[src/rtl/counter_sequencer.sv]
// counter_sequencer: command-driven initiator for an external WIDTH-bit up/down counter.
//
// Accepts LOAD / RUN_TO / PINGPONG / STOP commands over a valid/ready handshake. It drives the
// counter's load/en/up_down/data_in pins cycle by cycle and watches the fed-back q to decide
// when to stop or reverse.
//
// Ports
//   clk, rst_n      rising-edge clock, asynchronous active-low reset
//   cmd_valid/ready command handshake; ready in IDLE, or for STOP at any time
//   cmd_op          00 LOAD, 01 RUN_TO, 10 PINGPONG, 11 STOP
//   cmd_data        load value / target / bound
//   q               current counter value (feedback)
//   load, data_in   registered load strobe and load value to the counter
//   en, up_down     combinational count enable / direction to the counter
//   busy            high whenever the sequencer is not idle
//   done            one-cycle completion pulse (LOAD, RUN_TO, PINGPONG with bound 0)
//   laps            PINGPONG round trips completed, wraps modulo 2^WIDTH
module counter_sequencer #(
  parameter int unsigned WIDTH = 8
) (
  input  logic             clk,
  input  logic             rst_n,
  input  logic             cmd_valid,
  output logic             cmd_ready,
  input  logic [1:0]       cmd_op,
  input  logic [WIDTH-1:0] cmd_data,
  input  logic [WIDTH-1:0] q,
  output logic             load,
  output logic             en,
  output logic             up_down,
  output logic [WIDTH-1:0] data_in,
  output logic             busy,
  output logic             done,
  output logic [WIDTH-1:0] laps
);

  localparam logic [1:0] OpLoad     = 2'b00;
  localparam logic [1:0] OpRunTo    = 2'b01;
  localparam logic [1:0] OpPingPong = 2'b10;
  localparam logic [1:0] OpStop     = 2'b11;

  typedef enum logic [2:0] {
    StIdle,
    StLoading,
    StRun,
    StPingUp,
    StPingDn
  } state_e;

  state_e           state_q, state_d;
  logic [WIDTH-1:0] data_in_q, data_in_d;
  // Shared register: RUN_TO target or PINGPONG bound, never both at once.
  logic [WIDTH-1:0] tgt_q, tgt_d;
  logic [WIDTH-1:0] laps_q, laps_d;
  logic             load_q, load_d;
  logic             done_q, done_d;
  logic             accept;

  always_comb begin
    state_d   = state_q;
    data_in_d = data_in_q;
    tgt_d     = tgt_q;
    laps_d    = laps_q;
    done_d    = 1'b0;
    en        = 1'b0;
    up_down   = 1'b0;

    cmd_ready = (state_q == StIdle) || (cmd_op == OpStop);
    accept    = cmd_valid && cmd_ready;

    unique case (state_q)
      StIdle: begin
        if (accept) begin
          unique case (cmd_op)
            OpLoad: begin
              data_in_d = cmd_data;
              state_d   = StLoading;
            end
            OpRunTo: begin
              tgt_d   = cmd_data;
              state_d = StRun;
            end
            OpPingPong: begin
              tgt_d  = cmd_data;
              laps_d = '0;
              if (cmd_data == '0) begin
                // Degenerate bound: finish immediately without counting.
                done_d = 1'b1;
              end else begin
                state_d = StPingUp;
              end
            end
            OpStop: begin
              state_d = StIdle;
            end
            default: state_d = StIdle;
          endcase
        end
      end

      StLoading: begin
        state_d = StIdle;
        done_d  = 1'b1;
      end

      StRun: begin
        if (q == tgt_q) begin
          state_d = StIdle;
          done_d  = 1'b1;
        end else begin
          en      = 1'b1;
          up_down = (q < tgt_q);
        end
      end

      StPingUp: begin
        en = 1'b1;
        if (q < tgt_q) begin
          up_down = 1'b1;
        end else begin
          // At or above the bound (also covers entry with q > bound): turn around now.
          up_down = 1'b0;
          state_d = StPingDn;
        end
      end

      StPingDn: begin
        en = 1'b1;
        if (q != '0) begin
          up_down = 1'b0;
        end else begin
          up_down = 1'b1;
          state_d = StPingUp;
          laps_d  = laps_q + 1'b1;
        end
      end

      default: begin
        state_d = StIdle;
      end
    endcase

    // STOP while busy: this cycle's pin drive stands, but the next state is IDLE and no
    // completion is reported.
    if (accept && (cmd_op == OpStop) && (state_q != StIdle)) begin
      state_d = StIdle;
      done_d  = 1'b0;
    end

    load_d = (state_d == StLoading);
  end

  always_ff @(posedge clk or negedge rst_n) begin
    if (!rst_n) begin
      state_q   <= StIdle;
      data_in_q <= '0;
      tgt_q     <= '0;
      laps_q    <= '0;
      load_q    <= 1'b0;
      done_q    <= 1'b0;
    end else begin
      state_q   <= state_d;
      data_in_q <= data_in_d;
      tgt_q     <= tgt_d;
      laps_q    <= laps_d;
      load_q    <= load_d;
      done_q    <= done_d;
    end
  end

  assign load    = load_q;
  assign data_in = data_in_q;
  assign done    = done_q;
  assign laps    = laps_q;
  assign busy    = (state_q != StIdle);

endmodule

[config.mk]
export PLATFORM = sky130hd
export DESIGN_NAME = counter_sequencer
export DESIGN_NICKNAME = d
export VERILOG_FILES = /design/src/rtl/counter_sequencer.sv
export SDC_FILE = /design/constraint.sdc
export NUM_CORES = 1
export LEC_CHECK = 0
export ABC_AREA = 1
export CORE_MARGIN = 2
export CORE_UTILIZATION = 44
export DETAILED_ROUTE_END_ITERATION = 10
export GPL_ROUTABILITY_DRIVEN = 0
export PLACE_DENSITY = 0.76
export SLEW_MARGIN = 20
export SYNTH_ARGS = -nofsm -noshare
export SYNTH_HDL_FRONTEND = slang
export SYNTH_SLANG_ARGS = --single-unit
[constraint.sdc]
create_clock -name clk -period 1.45 [get_ports clk]
set_clock_uncertainty 0.05 [all_clocks]
set_input_delay 0.29 -clock clk [delete_from_list [all_inputs] [get_ports clk]]
set_output_delay 0.29 -clock clk [all_outputs]
set_load 0.05 [all_outputs]
==> results of run 1 <==
## sequential cells by signal, summed over array words and instances, names as in the netlist
signal	flops
state_q	3
laps	8
data_in	8
done	1
tgt_q	8
load	1
## critical path, cell delays in order (launching register included)
cell and delay, ps:
dfrtp_1 400, ha_1 250, inv_1 60, nand2_1 90, nand2_1 70, nand2_1 100, nand2_2 90, nand2_4 100
nand2_4 60, o21ai_4 190, buf_12 160
## logic make-up after synthesis
| logic type | count (synthesis) | share of synthesized area (%) |
|---|---|---|
| muxes | 9 | 5.895 |
| DFF | 29 | 42.21 |
| AOI/OAI and AO/OA | 25 | 7.715 |
| and+or+nand+nor | 99 | 27.15 |
| xor gates and xnor gates | 1 | 0.5096 |
| buffers and inverters | 32 | 7.059 |
| adders and majority gates | 13 | 9.462 |
## report_power, final
part	internal [uW]	total, uW	switching [uW]
Clock	560	904	344
Sequential	1110	1460	350
Combinational	2440	5120	2670
Total	4110	7480	3370
## cells in the mapped netlist (all sizes together), types with 2 or more instances
master   n
ha      13
inv     31
nand2   53
nor3     2
nand3   11
nor2    32
a21oi   12
mux2     9
o21ai   11
dfrtp   29
## layout make-up
class	count	area (sq um)
Inverter	31	123.9
Fill cell	105	255.2
Multi-Input combinational cell	147	1265
Clock buffer	7	86.33
Timing Repair Buffer	103	1164
Tap cell	48	60.06
Clock inverter	1	30.03
Sequential cell	29	732.0
## stage by stage
| step | std cells | hold WS (ps) | worst slack [ps] | TNS [ps] | util [%] |
|---|---|---|---|---|---|
| final | 366 | 302.6 | -751.5 | -9280 | 93.13 |
| after global routing | 366 | 317.7 | -828.4 | -10690 | 93.13 |
| after CTS | 358 | 318.2 | -594.7 | -4134 | 87.64 |
| after detailed placement | 339 | 491.8 | -746.6 | -13580 | 76.26 |
| after global placement | 339 | 471.0 | -699.9 | -12050 | 76.26 |
| after floorplan | 208 | -55.59 | -242.7 | -2293 | - |
## what timing repair did
action	in CTS	in global routing
pin swaps	29	17
buffers inserted	16	10
setup endpoints to repair	33	33
cloned	1	0
gates resized for setup	62	48
## per-layer routing
layer | vias to the layer above | share of wire (%) | GRT usage [%]
met5 | - | 0 | 0
met4 | 0 | 8.8 | 13.01
met3 | 91 | 9.6 | 5.068
met2 | 223 | 46 | 57.25
met1 | 1053 | 35 | 37.73
li1 | 881 | - | -
## how the worst max path moves through the flow
stage | start | to | slack (ps) | cells after the start
floorplan | tgt_q[7] | up_down | -240 | 6
global placement | q[0] | up_down | -700 | 9
detailed placement | q[0] | up_down | -750 | 9
CTS | tgt_q[5] | up_down | -590 | 8
global route | tgt_q[0] | up_down | -830 | 10
finish | tgt_q[0] | up_down | -750 | 10
==> results.md, run 1 <==
* Die Ht at 66.51 microns
* Worst Tran Pin Value at 328.7 ps
* Clock transition at path regs at 70 ps
* Status: complete, but fails checks
* Via count at 2248
* Cell area after synthesis at 0.001719 sq mm
* Yosys warning total at 0
* Buffers on Ports at 42
* Asr flop ratio synth at 100.0%
* R2R depth at 14
* Die span in x at 66.51 microns
* # diodes at 0
* Rel. slew slack at 78.09%
* Layout overhead on the synthesized area at 101.3%
* CP arrival at 1860 ps
* Most common cell after layout, fill and taps aside: buf_4
* Area leader, netlist: dfrtp_1
* CP Capture Type: output port
* Violated checks: negative setup slack
* Crit start category: register
* Register bit total from synthesis at 29
* Endpoints failing setup at 33
* Fraction of layout cells with a size suffix above 1 at 55.35%
* DRC at 0
* Final period utilization at 151.8%
* Power per Cell Area at 2160 mW/mm^2
* Initial Util at 46.26%
* Max clock buf depth at 2
* Register area share after synthesis at 42.21%
* CTS sink count at 29
* Clock latency on the worst-skew pair at 300 ps
* WL final at 9043 microns
* Max frequency at 454.2 MHz
* Total GRT Usage at 31.93%
* Routed len/inst at 24.71 microns
* Cts bufs inserted at 5
* Fin. Hold Viols at 0
* Reg2reg end: load
* Total power at 7476 uW
* Tmin final at 2202 ps
* CTS Hold Buffers Added at 0
* Initial DRC Count at 397
* Grt ovf at 0
* Post-synth top area share at 42.21%
* Yosys cell types at 22
* Commonest non-fill, non-tap cells in the layout: buf_4, nand2_1, dfrtp_1, buf_12
* Critical Path RT at 1110 ps
* H-tree levels at 2
* Final Max Tran Viols at 0
* Syn_nets at 242
* Gate Count Post-Synth at 208
* Maxcap violations at 0
* CTS tree: done
* Post-route cell area at 0.003461 sq mm
* EDFF count, synth at 0
* Worst hold path class: input pin to async pin
* Row count at 22
* Leakage Power at 0.001683 uW
* Unrepaired setup endpoints after global routing: yes
* DRT antenna net count at 0
* Top post-synthesis cells by area: dfrtp_1, nand2_1, ha_1
* Ports at 43
* Via/cell ratio at 6.142
* First-pass GRT wire length at 10180 microns
* Die Footprint at 0.004423 sq mm
* CTS root buf: clkbuf_8
* Initial antenna violation count at 0
* Vias in the first global route at 2026
* Final WS setup at -751.5 ps
* Post-DP Area at 0.002834 sq mm
* Setup CP Type: register to output port
* # nets final at 351
* Largest net degree at the start of global routing at 30
* Worst vdd ir at 1.958 mV
* Post-synth top flop: dfrtp_1
* Syn avg cell area at 8.265 sq um
* Critical R2R Launch: tgt_q[4]
* Core area at 0.003716 sq mm
* Crit-path max FO at 2
* HPWL Detailed at 3449 microns
* DR pass1 iterations at 6
* R2R Setup Slk at -460 ps
Power figures use the tool's default switching activity.
==> inputs of run 2 (changes only) <==
--- a/config.mk
+++ b/config.mk
@@ -7,10 +7,10 @@
 export LEC_CHECK = 0
 export ABC_AREA = 1
 export CORE_MARGIN = 2
-export CORE_UTILIZATION = 44
+export CORE_UTILIZATION = 49
 export DETAILED_ROUTE_END_ITERATION = 10
-export GPL_ROUTABILITY_DRIVEN = 0
-export PLACE_DENSITY = 0.76
+export GPL_ROUTABILITY_DRIVEN = 1
+export PLACE_DENSITY = 0.8
 export SLEW_MARGIN = 20
 export SYNTH_ARGS = -nofsm -noshare
 export SYNTH_HDL_FRONTEND = slang
==> constraint.sdc (replaced) <==
create_clock -name clk -period 2.4 [get_ports clk]
set_clock_uncertainty 0.05 [all_clocks]
set_input_delay 0.48 -clock clk [delete_from_list [all_inputs] [get_ports clk]]
set_output_delay 0.48 -clock clk [all_outputs]
set_load 0.05 [all_outputs]
==> results.md, run 2 (synthesized netlist as in run 1, its figures left out) <==
* Cell family with most CP delay: simple AND/OR/NAND/NOR gates
* R2R depth at 16 (+2)
* WL final at 3805 microns (-58%)
* Most common cell after layout, fill and taps aside: nand2_1
* Commonest non-fill, non-tap cells in the layout: nand2_1, clkdlybuf4s50_1, dfrtp_1, inv_1, nor2_1
* Die span in x at 63.23 microns (-4.9%)
* Worst vdd ir at 1.073 mV (-45%)
* CP Capture Type: output port
* H-tree levels at 2 (unchanged)
* Crit start category: input pin
* Crit path top cell by count: nand2_2
* Endpoints failing setup at 0 (-100%)
* Largest net degree at the start of global routing at 30 (unchanged)
* Die Ht at 63.23 microns (-4.9%)
* Via/cell ratio at 4.933 (-20%)
* # diodes at 0 (unchanged)
* Clock latency on the worst-skew pair at 320 ps (+20 ps)
* CTS root buf: clkbuf_4
* Buffers on Ports at 42 (unchanged)
* CTS Hold Buffers Added at 0 (unchanged)
* Total GRT Usage at 21.65% (-10 points)
* Max clock buf depth at 2 (unchanged)
* Routability-driven placement congestion ratio at 0.9139
* R2R Setup Slk at 300 ps (+760 ps)
* WP buf/inv at 2 (unchanged)
* Psw at 1387 uW (-59%)
* Worst Setup EP: en
* Fraction of layout cells with a size suffix above 1 at 23.51% (-32 points)
* Cts bufs inserted at 5 (unchanged)
* Post-DP Area at 0.002267 sq mm (-20%)
* Status: finished clean
* Critical Path RT at 1870 ps (+760 ps)
* Clk network pwr share at 11.5% (-0.6 points)
* CP arrival at 1820 ps (-40 ps)
* Vias in the first global route at 1533 (-24%)
* Power per Cell Area at 1198 mW/mm^2 (-45%)
* Fin. Hold Viols at 0 (unchanged)
* HPWL Detailed at 2920 microns (-15%)
* CP max-delay cell: ha_1
* Cell Chain, Critical Path: dlygate4sd2_1 -> ha_1 -> nand2_2 -> nor2_4 -> a21oi_2 -> nor2_2 -> nand2_2 -> buf_12
* Rel. slew slack at 66.31% (-12 points)
* DRT antenna net count at 0 (unchanged)
* Placed cells at 301 (-11%)
* Gate power share at 62.6% (-5.8 points)
* Crit-path max cell delay at 320 ps (-80 ps)
* Pint at 1565 uW (-62%)
* Tmin final at 2355 ps
* Core area at 0.003363 sq mm (-9.5%)
* DRC at 0 (unchanged)
* Ports at 43 (unchanged)
* First-pass GRT wire length at 6803 microns (-33%)
* Worst hold path class: register to register
* Maxcap violations at 0 (unchanged)
* Initial antenna violation count at 0 (unchanged)
* Final period utilization at 98.12%
* Die Footprint at 0.003998 sq mm (-9.6%)
* DR pass1 iterations at 4 (-2)
* Setup CP Type: input pin to output port
* Fin Setup TNS at 0 ps (+9280 ps)
* Initial DRC Count at 104 (-74%)
* Post-route cell area at 0.002465 sq mm (-29%)
* # nets final at 301 (-14%)
* Final Max Tran Viols at 0 (unchanged)
* Critical R2R Launch: tgt_q[6]
* Critical Path Stages at 8 (-2)
* Clock transition at path regs at 90 ps (+20 ps)
* Grt ovf at 0 (unchanged)
* CTS tree: done
* Net Sw Frac at 46.99% (+2.0 points)
* Leakage Power at 0.001195 uW (-29%)
* Worst Tran Pin Value at 503.7 ps (+175.0 ps)
* Routed len/inst at 12.12 microns (-51%)
* Unrepaired setup endpoints after global routing: yes
* Row count at 21 (-4.5%)
* Layout overhead on the synthesized area at 43.38%
* Initial Util at 51.12% (+4.9 points)
* CTS sink count at 29 (unchanged)
* Post-route insts no fill at 314 (-14%)
* Via count at 1549 (-31%)
* Sequential fraction of design power at 25.8% (+6.3 points)
* Reg2reg end: load
* Crit-path max FO at 3 (+1)
* Max frequency at 424.6 MHz
* Beginning of the critical path: q[5]
==> run 2: changes by cell type in the layout (fill, tap and decap cells not counted), sizes merged <==
| cell | previous run | this run |
|---|---|---|
| buf | 83 | 14 |
| clkdlybuf4s50 | 10 | 31 |
| dlygate4sd2 | 10 | 8 |
| bufinv | 1 | 0 |
| clkinv | 0 | 1 |
==> run 2: timing repair <==
item | in CTS | in global routing
gates resized for setup | 25 | 6
setup endpoints to repair | 2 | 1
pin swaps | 17 | 4
setup buffers | 4 | 1
hold endpoints to repair | 0 | 0
==> run 2: metal layers <==
| metal | global-route usage [%] | wire length [microns] |
|---|---|---|
| met1 | 27.22 | 1692 |
| met2 | 36.97 | 1853 |
| met3 | 6.250 | 210 |
| met4 | 4.891 | 48 |
| met5 | 0 | 0 |
==> run 2: worst min path at each step <==
stage / cells after the start / slack (ps) / start / to
final: 1 / 460 / data_in[2] / data_in[2]
after global routing: 1 / 490 / data_in[6] / data_in[6]
after CTS: 1 / 470 / data_in[2] / data_in[2]
after detailed placement: 1 / 450 / data_in[2] / data_in[2]
after global placement: 1 / 440 / data_in[5] / data_in[5]
after floorplan: 0 / 130 / rst_n / data_in[0]
==> run 2: worst register-to-register path, cell delays in order, from the launching register on <==
cell     delay, ps
dfrtp_1        340
inv_1           60
ha_1           290
nand2_2         80
nor2_1         140
nor2_2          60
buf_4          130
buf_4          120
buf_4          120
buf_4          120
buf_4          120
nand3_1         70
nand2_1         60
inv_1           90
nand2_1         50
nand2_1         70
nor2_1          50
==> run 2: final cells by class <==
type / count / area (sq um)
well taps: 46 / 57.56
fillers: 271 / 898.4
inverters: 31 / 116.4
multi-input cells: 147 / 972.2
clock buffers: 7 / 65.06
clock inverters: 1 / 5.005
flip-flops and latches: 29 / 725.7
repair buffers: 53 / 523.0
==> run 2: metrics by stage <==
step                      total power [uW]  setup slack, ps  hold WS [ps]  util, %
after global routing                  3139           -7.564         492.0    73.29
after CTS                             2916            29.97         468.7    72.62
after global placement                2355           -232.5         438.9    67.41
final                                 2952            45.03         462.8    73.29
after detailed placement              2398           -266.5         446.2    67.41
after floorplan                       1805            15.68         134.4        -
==> run 2: power groups by stage <==
stage          sequential [uW]  combinational (uW)  clock [uW]
4_1_cts                    758                1810         345
5_1_grt                    783                1980         378
3_5_place_dp               767                1630           0
2_1_floorplan             1070                 734           0
3_3_place_gp               758                1600           0
6_report                   763                1850         340
